[src/rtl/cla_pkg.sv]
// Shared types and helpers for the pipelined carry-lookahead adder.
// The CLA group width is fixed at 4 bits; operand widths must be a whole number of groups.
package cla_pkg;

  localparam int GRP_W = 4;

  typedef logic [GRP_W-1:0] slice_t;

  typedef enum logic {
    OP_ADD = 1'b0,
    OP_SUB = 1'b1
  } op_t;

  function automatic bit cla_check_width(int n);
    return (n > 0) && ((n % GRP_W) == 0);
  endfunction

endpackage

[src/rtl/cla4_group.sv]
// Combinational 4-bit carry-lookahead group: flattened lookahead carries,
// plus group generate/propagate so a caller can chain groups either way.
module cla4_group
  import cla_pkg::*;
(
  input  slice_t a,
  input  slice_t b,
  input  logic   c_in,
  output slice_t s,
  output logic   c_out,
  output logic   gp,
  output logic   pp
);

  slice_t g;
  slice_t p;
  slice_t c;

  always_comb begin
    g    = a & b;
    p    = a ^ b;
    c[0] = c_in;
    c[1] = g[0] | (p[0] & c_in);
    c[2] = g[1] | (p[1] & g[0]) | (p[1] & p[0] & c_in);
    c[3] = g[2] | (p[2] & g[1]) | (p[2] & p[1] & g[0]) | (p[2] & p[1] & p[0] & c_in);
    gp   = g[3] | (p[3] & g[2]) | (p[3] & p[2] & g[1]) | (p[3] & p[2] & p[1] & g[0]);
    pp   = &p;
    c_out = gp | (pp & c_in);
    s    = p ^ c;
  end

endmodule

[src/rtl/cla_pipe_adder.sv]
// Pipelined CLA adder/subtractor: stage i adds slice i with the carry registered by stage i-1.
// Define CLA_PIPE_FLAGS_EN to add the registered ovf/zero result flags.
module cla_pipe_adder
  import cla_pkg::*;
#(
  parameter int nBITS = 16
) (
  input  logic             clk,
  input  logic             reset,
  input  logic             in_valid,
  output logic             in_ready,
  input  logic [nBITS-1:0] ain,
  input  logic [nBITS-1:0] bin,
  input  logic             cin,
  input  logic             sub,
  output logic             out_valid,
  input  logic             out_ready,
  output logic [nBITS-1:0] sum,
  output logic             cout
`ifdef CLA_PIPE_FLAGS_EN
  ,
  output logic             ovf,
  output logic             zero
`endif
);

  localparam int NGRP = nBITS / GRP_W;

  if (!cla_check_width(nBITS)) begin : g_width_check
    $error("cla_pipe_adder: nBITS=%0d is not a positive multiple of %0d", nBITS, GRP_W);
  end

  typedef logic [nBITS-1:0] word_t;

  op_t    op;
  logic   advance;
  logic   accept;

  // Stage inputs: what stage i sees this cycle (stage 0 sees the ports).
  word_t  st_a [NGRP];
  word_t  st_b [NGRP];
  word_t  st_s [NGRP];
  logic   st_c [NGRP];
  logic   st_v [NGRP];

  slice_t grp_s    [NGRP];
  logic   grp_cout [NGRP];
  logic   grp_gp   [NGRP];
  logic   grp_pp   [NGRP];

  word_t  a_d [NGRP];
  word_t  a_q [NGRP];
  word_t  b_d [NGRP];
  word_t  b_q [NGRP];
  word_t  s_d [NGRP];
  word_t  s_q [NGRP];
  logic   c_d [NGRP];
  logic   c_q [NGRP];
  logic   v_d [NGRP];
  logic   v_q [NGRP];

  assign op       = op_t'(sub);
  assign advance  = !v_q[NGRP-1] || out_ready;
  assign in_ready = advance && !reset;
  assign accept   = in_valid && in_ready;

  always_comb begin
    st_a[0] = ain;
    st_b[0] = (op == OP_SUB) ? ~bin : bin;
    st_c[0] = (op == OP_SUB) ? 1'b1 : cin;
    st_s[0] = '0;
    st_v[0] = accept;
    for (int i = 1; i < NGRP; i++) begin
      st_a[i] = a_q[i-1];
      st_b[i] = b_q[i-1];
      st_s[i] = s_q[i-1];
      st_c[i] = c_q[i-1];
      st_v[i] = v_q[i-1];
    end
  end

  for (genvar g = 0; g < NGRP; g++) begin : g_grp
    cla4_group u_grp (
      .a     (st_a[g][g*GRP_W +: GRP_W]),
      .b     (st_b[g][g*GRP_W +: GRP_W]),
      .c_in  (st_c[g]),
      .s     (grp_s[g]),
      .c_out (grp_cout[g]),
      .gp    (grp_gp[g]),
      .pp    (grp_pp[g])
    );
  end

  // c_out and G|P&c_in are the same carry; combining them keeps both group paths live.
  always_comb begin
    for (int i = 0; i < NGRP; i++) begin
      a_d[i] = a_q[i];
      b_d[i] = b_q[i];
      s_d[i] = s_q[i];
      c_d[i] = c_q[i];
      v_d[i] = v_q[i];
      if (advance) begin
        a_d[i] = st_a[i];
        b_d[i] = st_b[i];
        s_d[i] = st_s[i];
        s_d[i][i*GRP_W +: GRP_W] = grp_s[i];
        c_d[i] = grp_cout[i] | grp_gp[i] | (grp_pp[i] & st_c[i]);
        v_d[i] = st_v[i];
      end
    end
  end

  always_ff @(posedge clk) begin
    if (reset) begin
      for (int i = 0; i < NGRP; i++) begin
        a_q[i] <= '0;
        b_q[i] <= '0;
        s_q[i] <= '0;
        c_q[i] <= 1'b0;
        v_q[i] <= 1'b0;
      end
    end else begin
      for (int i = 0; i < NGRP; i++) begin
        a_q[i] <= a_d[i];
        b_q[i] <= b_d[i];
        s_q[i] <= s_d[i];
        c_q[i] <= c_d[i];
        v_q[i] <= v_d[i];
      end
    end
  end

  assign out_valid = v_q[NGRP-1];
  assign sum       = s_q[NGRP-1];
  assign cout      = c_q[NGRP-1];

`ifdef CLA_PIPE_FLAGS_EN
  logic  ovf_d;
  logic  ovf_q;
  logic  zero_d;
  logic  zero_q;
  word_t fin_sum;

  // Flags come from the final stage's fully assembled sum and its operand MSBs.
  always_comb begin
    fin_sum = st_s[NGRP-1];
    fin_sum[(NGRP-1)*GRP_W +: GRP_W] = grp_s[NGRP-1];
    ovf_d  = ovf_q;
    zero_d = zero_q;
    if (advance) begin
      ovf_d  = (st_a[NGRP-1][nBITS-1] == st_b[NGRP-1][nBITS-1]) &&
               (fin_sum[nBITS-1] != st_a[NGRP-1][nBITS-1]);
      zero_d = ~|fin_sum;
    end
  end

  always_ff @(posedge clk) begin
    if (reset) begin
      ovf_q  <= 1'b0;
      zero_q <= 1'b0;
    end else begin
      ovf_q  <= ovf_d;
      zero_q <= zero_d;
    end
  end

  assign ovf  = ovf_q;
  assign zero = zero_q;
`endif

endmodule

[config.mk]
export PLATFORM = sky130hd
export DESIGN_NAME = cla_pipe_adder
export DESIGN_NICKNAME = d
export VERILOG_FILES = /design/src/rtl/cla_pkg.sv /design/src/rtl/cla4_group.sv /design/src/rtl/cla_pipe_adder.sv
export SDC_FILE = /design/constraint.sdc
export NUM_CORES = 1
export LEC_CHECK = 0
export CORE_MARGIN = 2
export CORE_UTILIZATION = 48
export CTS_BUF_LIST = sky130_fd_sc_hd__clkbuf_16
export CTS_CLUSTER_DIAMETER = 50
export DETAILED_ROUTE_END_ITERATION = 7
export HOLD_SLACK_MARGIN = 0.1
export PLACE_DENSITY_LB_ADDON = 0.2
export SLEW_MARGIN = 20
export SYNTH_ARGS = -nofsm -noshare
export SYNTH_HDL_FRONTEND = slang
export SYNTH_SLANG_ARGS = --single-unit
[constraint.sdc]
create_clock -name clk -period 5.5 [get_ports clk]
set_input_delay 0.55 -clock clk [delete_from_list [all_inputs] [get_ports clk]]
set_output_delay 0.55 -clock clk [all_outputs]
set_load 0.05 [all_outputs]
**Yosys cells after proc, flatten, opt, wreduce, memory -nomap -nowiden**

Memory sizes are Yosys's and may differ from the RTL's.
Cells that the tools add are included.

- Bitwise logic cells: 141
- Mux-type cells: 45
- Equality and inequality tests: 1
- Reduce and logical (&&, ||, !) cells: 10

Operators by type and width:

| kind | count |
|---|---|
| 16-bit 2-to-1 mux | 25 |
| 1-bit OR | 68 |
| 1-bit bitwise AND | 60 |
| 4-bit bitwise XOR | 8 |
| 1-bit 2-to-1 mux | 20 |
| 4-bit bitwise AND | 4 |
| 16-bit inverter | 1 |
| 4-bit AND reduction | 4 |
| 1-bit logical AND | 2 |
| 1-bit logical NOT | 2 |
| 2-bit AND reduction | 1 |
| 1-bit logical OR | 1 |
| 1-bit inequality test (second input constant) | 1 |

- RAM bits: 200
- Memories kept: 5
- Logic and storage cells: 202
- Input port bits: 38
- Register bits after elaboration: 0

Memories:

| memory | words | width | rd ports | clocked after Yosys merged registers in | wr ports | RTL line | RTL |
|---|---|---|---|---|---|---|---|
| a_q | 4 | 16 | 3 | 0 | 4 | cla_pipe_adder.sv:52 | `word_t a_q [NGRP];` |
| b_q | 4 | 16 | 3 | 0 | 4 | cla_pipe_adder.sv:54 | `word_t b_q [NGRP];` |
| s_q | 4 | 16 | 4 | 0 | 4 | cla_pipe_adder.sv:56 | `word_t s_q [NGRP];` |
| c_q | 4 | 1 | 4 | 0 | 4 | cla_pipe_adder.sv:58 | `logic c_q [NGRP];` |
| v_q | 4 | 1 | 4 | 0 | 4 | cla_pipe_adder.sv:60 | `logic v_q [NGRP];` |

**Logic depth before layout (Yosys ltp)**

Gate-level depths: netlist of the first run.

- Word-level depth: 12
- Mapped depth: 8
- Gate-level depth less buffers: 6

**By module**

From an unflattened synthesis of the first run, not the netlist that was laid out.

- Cells, all modules: 510
- Area total of the unflattened synthesis: 4,276.6 um2

By module, submodules not included:

| module | seq. area each (um2) | area an instance (um2) | cells an instance | instances |
|---|---|---|---|---|
| cla_pipe_adder | 1,921.8 | 3,549.7 | 426 | 1 |
| cla4_group at g_grp[0].u_grp ... | 0.0 | 182.7 | 22 | 2 |
| cla4_group at g_grp[2].u_grp | 0.0 | 193.9 | 22 | 1 |
| cla4_group at g_grp[3].u_grp | 0.0 | 167.7 | 18 | 1 |

**Worst setup path after synthesis of the first run**

OpenSTA, ideal clock, no wires.

- Kind: register to output
- Start point: mem v_q[3]
- End point: out in_ready
- Path slack: 3.180 ns
- Cell stages (with the launch flop): 6
- Arrival: 1.770 ns
- Path through: dfxtp_1 > nor2b_1 > buf_2 > buf_2 > buf_4 > nor2_1

RTL lines:

| item | RTL line | RTL |
|---|---|---|
| from (decl) | cla_pipe_adder.sv:60 |  |
| to (decl) | cla_pipe_adder.sv:11 | `output logic in_ready,` |

==> impl_metrics.env, run 1 <==
export IMPL_status="completed"
export IMPL_start_kind="input pin"
export IMPL_yosys_warnings=0
export IMPL_switching_share_pct=24.1
export IMPL_yosys_top_cells_count="nand2_1, dfxtp_1, a21oi_1"
export IMPL_synthMuxAreaShare_pct=0
export IMPL_end_kind="flip-flop"
export IMPL_skew_ns=0.00637
export IMPL_synth_area_um2=4080
export IMPL_area_delta_synth_final_pct=20.9
export IMPL_r2r_end="s_q[3][15]"
export IMPL_wl_per_cell_um=12.7
export IMPL_clock_root_buffer="clkbuf_16"
export IMPL_core_area_um2=8220
export IMPL_rsz0062_at_grt="false"
export IMPL_reg2reg_slack_ns=3.59
export IMPL_cts_max_path_buffers=2
export IMPL_clock_sinks=96
export IMPL_routed_via_density=5.20
export IMPL_rr_worst_depth=5
export IMPL_synthAdderAreaFrac_pct=7.18
export IMPL_synth_seq_cells=96
export IMPL_cts_htree_levels=3
export IMPL_io_pins=57
export IMPL_yosysTopAreaCell="dfxtp_1"
export IMPL_fmax_mhz=344
export IMPL_synth_top_family_by_area="simple AND/OR/NAND/NOR gates"
export IMPL_cts_resized=0
export IMPL_p_clk_share_pct=41.0
export IMPL_min_from="s_q[3][2]"
export IMPL_setup_ws_ns=2.59
export IMPL_comb_power_share_pct=11.8
export IMPL_io_buffers=56
export IMPL_finalCriticalPeriod_ns=2.91
export IMPL_drive_gt1_share_pct=4.77
export IMPL_p_leak_nw=1.85
export IMPL_worstPathArrival_ns=3.15
export IMPL_track_usage_pct=18.4
export IMPL_syn_inst=486
export IMPL_preCtsSetupSlack_ns=2.21
export IMPL_hp_class="reg -> reg"
export IMPL_setup_tns_ns=0
export IMPL_placed_area_um2=4610
export IMPL_hold_end="s_q[3][2]"
export IMPL_synth_most_common_cell="nand2_1"
export IMPL_yosysSeqAreaShare_pct=47.2
export IMPL_gp_congestion=0.756
export IMPL_clkTransAtPathRegs_ns=0.07
export IMPL_tightest_slew_ns=1.07
export IMPL_grt_overflow=0
export IMPL_post_cts_buffers=0
export IMPL_grt_pass1_wl_um=13400
export IMPL_synth_xor_area_share_pct=4.30
export IMPL_dr_total_vias=3270
export IMPL_power_density_nw_per_um2=329
export IMPL_fin_crit_sh_pct=52.9
export IMPL_drtAntennaViolNets=0
export IMPL_drt_iter0_drc=171
export IMPL_stdcell_area_um2=4930
export IMPL_route_detailed_drc=0
export IMPL_dr_pass1_iters=5
export IMPL_hpwl_um=4990
export IMPL_synth_compound_area_share_pct=16.8
export IMPL_die_w_um=96.1
export IMPL_irDropWorstVdd_mv=0.194
export IMPL_p_int_mw=1.23
export IMPL_r2r_start="v_q[3]"
export IMPL_slew_violations=0
export IMPL_wirelength_um=8000
export IMPL_async_flop_share_pct=0
export IMPL_antenna_found_initial=0
export IMPL_fp_dieH_um=96.1
export IMPL_max_cap_viol_count=0
export IMPL_clk_latency_ns=0.33
export IMPL_required_ns=5.74
export IMPL_p_sw_mw=0.391
export IMPL_cts_tree="yes"
export IMPL_num_fill_cells=758
export IMPL_holdBufCountCts=0
export IMPL_syn_area_per_cell_um2=8.39
export IMPL_worstSetupPathType="in -> reg"
export IMPL_cts_made_buffers=9
export IMPL_synth_enable_flop_cells=0
export IMPL_syn_nets=545
export IMPL_seqPwrFrac_pct=47.2
export IMPL_num_rows=33
export IMPL_diodes=0
export IMPL_crit_fanout=18
export IMPL_synth_cell_types=35
export IMPL_synthFlopType="dfxtp_1"
export IMPL_num_nets_final=578
export IMPL_relSlewSlack_pct=28.2
export IMPL_dp_cells=613
export IMPL_die_area_um2=9240
export IMPL_finalSetupViolations=0
export IMPL_grt_max_degree=103
export IMPL_synth_area_leaders="dfxtp_1, nand2_1, a21oi_1"
export IMPL_min_path_cells=2
export IMPL_hold_viol=0
export IMPL_grt_pass1_vias=2996
export IMPL_synth_top_area_share_pct=47.2
export IMPL_finalPower_mw=1.62
export IMPL_initial_core_util_pct=49.6
export IMPL_stdcell_count=629
export IMPL_yosys_area_share_simple_pct=19.1
area by class of cell:
cell class              instances  area, um2  share of cell area [%]
flip-flops and latches         96       1920                    39.0
well taps                     105        131                    2.67
clock buffers                   9        225                    4.57
repair buffers                 58        571                    11.6
clock inverters                 7       95.1                    1.93
inverters                      10       37.5                   0.762
multi-input cells             344       1950                    39.5
stage by stage:
step | utilization (%) | hold slack (ns)
final | 60.0 | 0.449
after global routing | 60.0 | 0.469
after CTS | 60.0 | 0.452
after detailed placement | 56.1 | 0.445
after global placement | 56.1 | 0.439
after floorplan | - | 0.432
registers in the layout, indices dropped and copies added (netlist names):
name,cells
s_q,40
v_q,4
a_q,24
c_q,4
b_q,24
logic make-up (layout without fill, tap and decap cells):
group | Yosys count | in the layout
compound gates | 113 | 113
xor+xnor | 20 | 20
fa+ha+maj | 21 | 21
buf+inv | 46 | 84
flops | 96 | 96
simple gates | 190 | 190
cell usage in the layout, fill, tap and decap left out, types with 2 or more instances in the layout:
master           instances
inv_1                   11
nor3b_1                  2
nand4b_1                 3
nand2_1                138
o211ai_1                 3
nor3_1                   4
xor2_1                   5
clkdlybuf4s50_1         55
a31oi_1                  3
o21ai_0                  5
fa_1                     4
inv_6                    2
a211oi_1                19
dfxtp_1                 96
nor2_1                  31
clkbuf_16                9
ha_1                    17
xnor2_1                 15
bufinv_16                2
a21oi_1                 73
nor4b_1                  3
nand3_1                  4
o41ai_1                  3
buf_4                    2
a221oi_1                 2
metal layers:
| layer | track usage, % | wire [um] |
|---|---|---|
| met4 | 6.90 | 136 |
| met3 | 3.05 | 324 |
| met5 | 0 | 0 |
| met1 | 23.6 | 3790 |
| met2 | 31.0 | 3750 |
worst max-delay path: stages:
cell	delay (ns)
clkdlybuf4s50_1	0.97
xor2_1	0.59
ha_1	0.34
o211ai_4	0.11
a21boi_2	0.10
o21a_1	0.22
o41ai_2	0.27
power by group through the flow:
stage / registers (mW) / clock network, mW / logic, mW
6_report: 0.764 / 0.664 / 0.192
5_1_grt: 0.770 / 0.698 / 0.212
4_1_cts: 0.765 / 0.673 / 0.193
3_5_place_dp: 0.780 / 0 / 0.191
3_3_place_gp: 0.779 / 0 / 0.184
2_1_floorplan: 0.791 / 0 / 0.113
how the worst max path moves through the flow:
stage | depth (start not counted) | endpoint | from | slack (ns)
2_1_floorplan | 5 | in_ready | v_q[3] | 3.18
3_3_place_gp | 7 | s_q[0][3] | sub | 2.39
3_5_place_dp | 7 | s_q[0][3] | sub | 2.21
4_1_cts | 7 | s_q[0][3] | sub | 2.55
5_1_grt | 7 | s_q[0][3] | sub | 2.43
6_report | 7 | s_q[0][3] | sub | 2.59
Note: power is estimated with default switching activity, not from simulation.
==> run 2: changes to the inputs <==
==> constraint.sdc (replaced) <==
create_clock -name clk -period 2.85 [get_ports clk]
set_input_delay 0.285 -clock clk [delete_from_list [all_inputs] [get_ports clk]]
set_output_delay 0.285 -clock clk [all_outputs]
set_load 0.05 [all_outputs]
==> run 2 against run 1 <==
Against the previous run:
- setup slack got worse by 1.8 ns
- sequential cell count unchanged
- core utilization increased by 0.27 points
- critical endpoint is now in_ready
- cell area increased by 0.46%
- sequential share of layout area decreased by 0.18 points
- first-iteration DRC count decreased by 30%
- clock-buffer cell count unchanged
- power increased by 85%
- combinational power increased by 93%
- die area unchanged
- clock power increased by 75%
- highest routed layer unchanged
- sequential power increased by 92%
==> impl_metrics.env, run 2 (same netlist as run 1, synthesis figures left out) <==
export IMPL_wl_per_cell_um=12.4
export IMPL_cts_max_path_buffers=2
export IMPL_irDropWorstVdd_mv=0.248
export IMPL_cts_tree="yes"
export IMPL_clk_latency_ns=0.33
export IMPL_antenna_found_initial=0
export IMPL_multi_input_area_um2=1950
export IMPL_drt_iter0_drc=120
export IMPL_p_sw_mw=0.727
export IMPL_cts_made_buffers=9
export IMPL_min_path_cells=2
export IMPL_clock_root_buffer="clkbuf_16"
export IMPL_num_fill_cells=747
export IMPL_wirelength_um=7830
export IMPL_track_usage_pct=18.0
export IMPL_tightest_slew_ns=0.552
export IMPL_holdBufCountCts=0
export IMPL_end_kind="output pin"
export IMPL_grt_max_degree=96
export IMPL_diodes=0
export IMPL_die_area_um2=9240
export IMPL_worstSetupPathType="in -> out"
export IMPL_cts_resized=0
export IMPL_fin_crit_sh_pct=72.6
export IMPL_worstPathArrival_ns=1.78
export IMPL_required_ns=2.57
export IMPL_seqPwrFrac_pct=49.1
export IMPL_grt_overflow=0
export IMPL_num_rows=33
export IMPL_clock_sinks=96
export IMPL_route_detailed_drc=0
export IMPL_top_register="s_q"
export IMPL_die_w_um=96.1
export IMPL_drt_met1_wl_um=3800
export IMPL_placed_area_um2=4660
export IMPL_cts_htree_levels=3
export IMPL_cp_common_cell="clkdlybuf4s50_1"
export IMPL_crit_fanout=2
export IMPL_power_density_nw_per_um2=606
export IMPL_routed_via_density=5.12
export IMPL_status="completed"
export IMPL_post_cts_buffers=0
export IMPL_preCtsSetupSlack_ns=0.466
export IMPL_crit_chain="clkdlybuf4s50_1 -> nor2b_4 -> nor2_1 -> clkdlybuf4s50_1"
export IMPL_area_delta_synth_final_pct=21.5
export IMPL_comb_power_share_pct=12.3
export IMPL_p_leak_nw=1.86
export IMPL_largest_reg_flops=40
export IMPL_seqCellArea_um2=1920
export IMPL_hold_viol=0
export IMPL_p_clk_share_pct=38.5
export IMPL_rr_worst_depth=5
export IMPL_finalCriticalPeriod_ns=2.07
export IMPL_largest_registers="s_q (40), a_q (24), b_q (24)"
export IMPL_cp_slowest_cell="clkdlybuf4s50_1"
export IMPL_fp_dieH_um=96.1
export IMPL_layout_common_cells="nand2_1, dfxtp_1, a21oi_1, clkdlybuf4s50_1, nor2_1"
export IMPL_num_nets_final=582
export IMPL_slew_violations=0
export IMPL_initial_core_util_pct=49.6
export IMPL_start_kind="input pin"
export IMPL_io_pins=57
export IMPL_clkTransAtPathRegs_ns=0.06
export IMPL_setup_ws_ns=0.781
export IMPL_core_area_um2=8220
export IMPL_dr_total_vias=3234
export IMPL_grt_pass1_vias=2917
export IMPL_drtAntennaViolNets=0
export IMPL_wl_met2_um=3570
export IMPL_switching_share_pct=24.2
export IMPL_crit_path_max_incr_delay_ns=0.81
export IMPL_rsz0062_at_grt="false"
export IMPL_hpwl_um=5180
export IMPL_setup_tns_ns=0
export IMPL_grt_pass1_wl_um=13100
export IMPL_fmax_mhz=483
export IMPL_routed_top_layer="met4"
export IMPL_finalSetupViolations=0
export IMPL_final_common_cell="nand2_1"
export IMPL_finalPower_mw=3.00
export IMPL_skew_ns=0.00591
export IMPL_hp_class="in -> reg"
export IMPL_drive_gt1_share_pct=5.31
export IMPL_io_buffers=56
export IMPL_wl_met3_um=315
export IMPL_gp_congestion=0.778
export IMPL_dr_pass1_iters=4
export IMPL_max_cap_viol_count=0
export IMPL_relSlewSlack_pct=63.2
export IMPL_p_int_mw=2.27
export IMPL_stdcell_area_um2=4950
-- run 2: changes by cell type in the layout (fill, tap and decap cells not counted) --
cell        delta
inv_6          -2
buf_12         +2
bufinv_16      -1
buf_4          +2
clkinvlp_4     +2
-- run 2: final cells by class --
type / count / share of cell area (%)
Sequential cell: 96 / 38.8
Clock buffer: 9 / 4.55
Timing Repair Buffer: 62 / 12.6
Inverter: 10 / 0.758
Tap cell: 105 / 2.65
Multi-Input combinational cell: 344 / 39.3
Clock inverter: 6 / 1.26
-- run 2: layer usage --
| metal | vias up | GRT usage (%) |
|---|---|---|
| met5 | - | 0 |
| met4 | 0 | 7.14 |
| met3 | 12 | 3.84 |
| met2 | 63 | 28.3 |
| met1 | 1454 | 24.0 |
| li1 | 1705 | - |
-- run 2: final timing paths --
kind | startpoint | endpoint | slack (ns)
worst max register to register | b_q[0][24] | c_q[2] | 1.28
worst min-delay path | reset | s_q[3][5] | 0.44
worst min register to register | s_q[3][3] | s_q[3][3] | 0.45
worst max-delay path | out_ready | in_ready | 0.78
-- run 2: power groups by stage --
stage / Clock, mW / Combinational, mW / Sequential [mW]
after floorplan: 0 / 0.219 / 1.53
after global placement: 0 / 0.359 / 1.50
after detailed placement: 0 / 0.370 / 1.50
after CTS: 1.18 / 0.373 / 1.47
after global routing: 1.24 / 0.411 / 1.48
final: 1.16 / 0.370 / 1.47
-- run 2: per-stage QoR --
step | hold slack [ns] | utilization [%] | instances
global placement | 0.439 | 56.7 | 617
detailed placement | 0.445 | 56.7 | 617
global route | 0.456 | 60.2 | 632
floorplan | 0.425 | - | 486
finish | 0.442 | 60.2 | 632
CTS | 0.440 | 60.2 | 632
-- run 2: critical path, delay by kind of cell --
family,cells,cell delay [ns]
buf+inv,2,1.33
simple gates,2,0.17
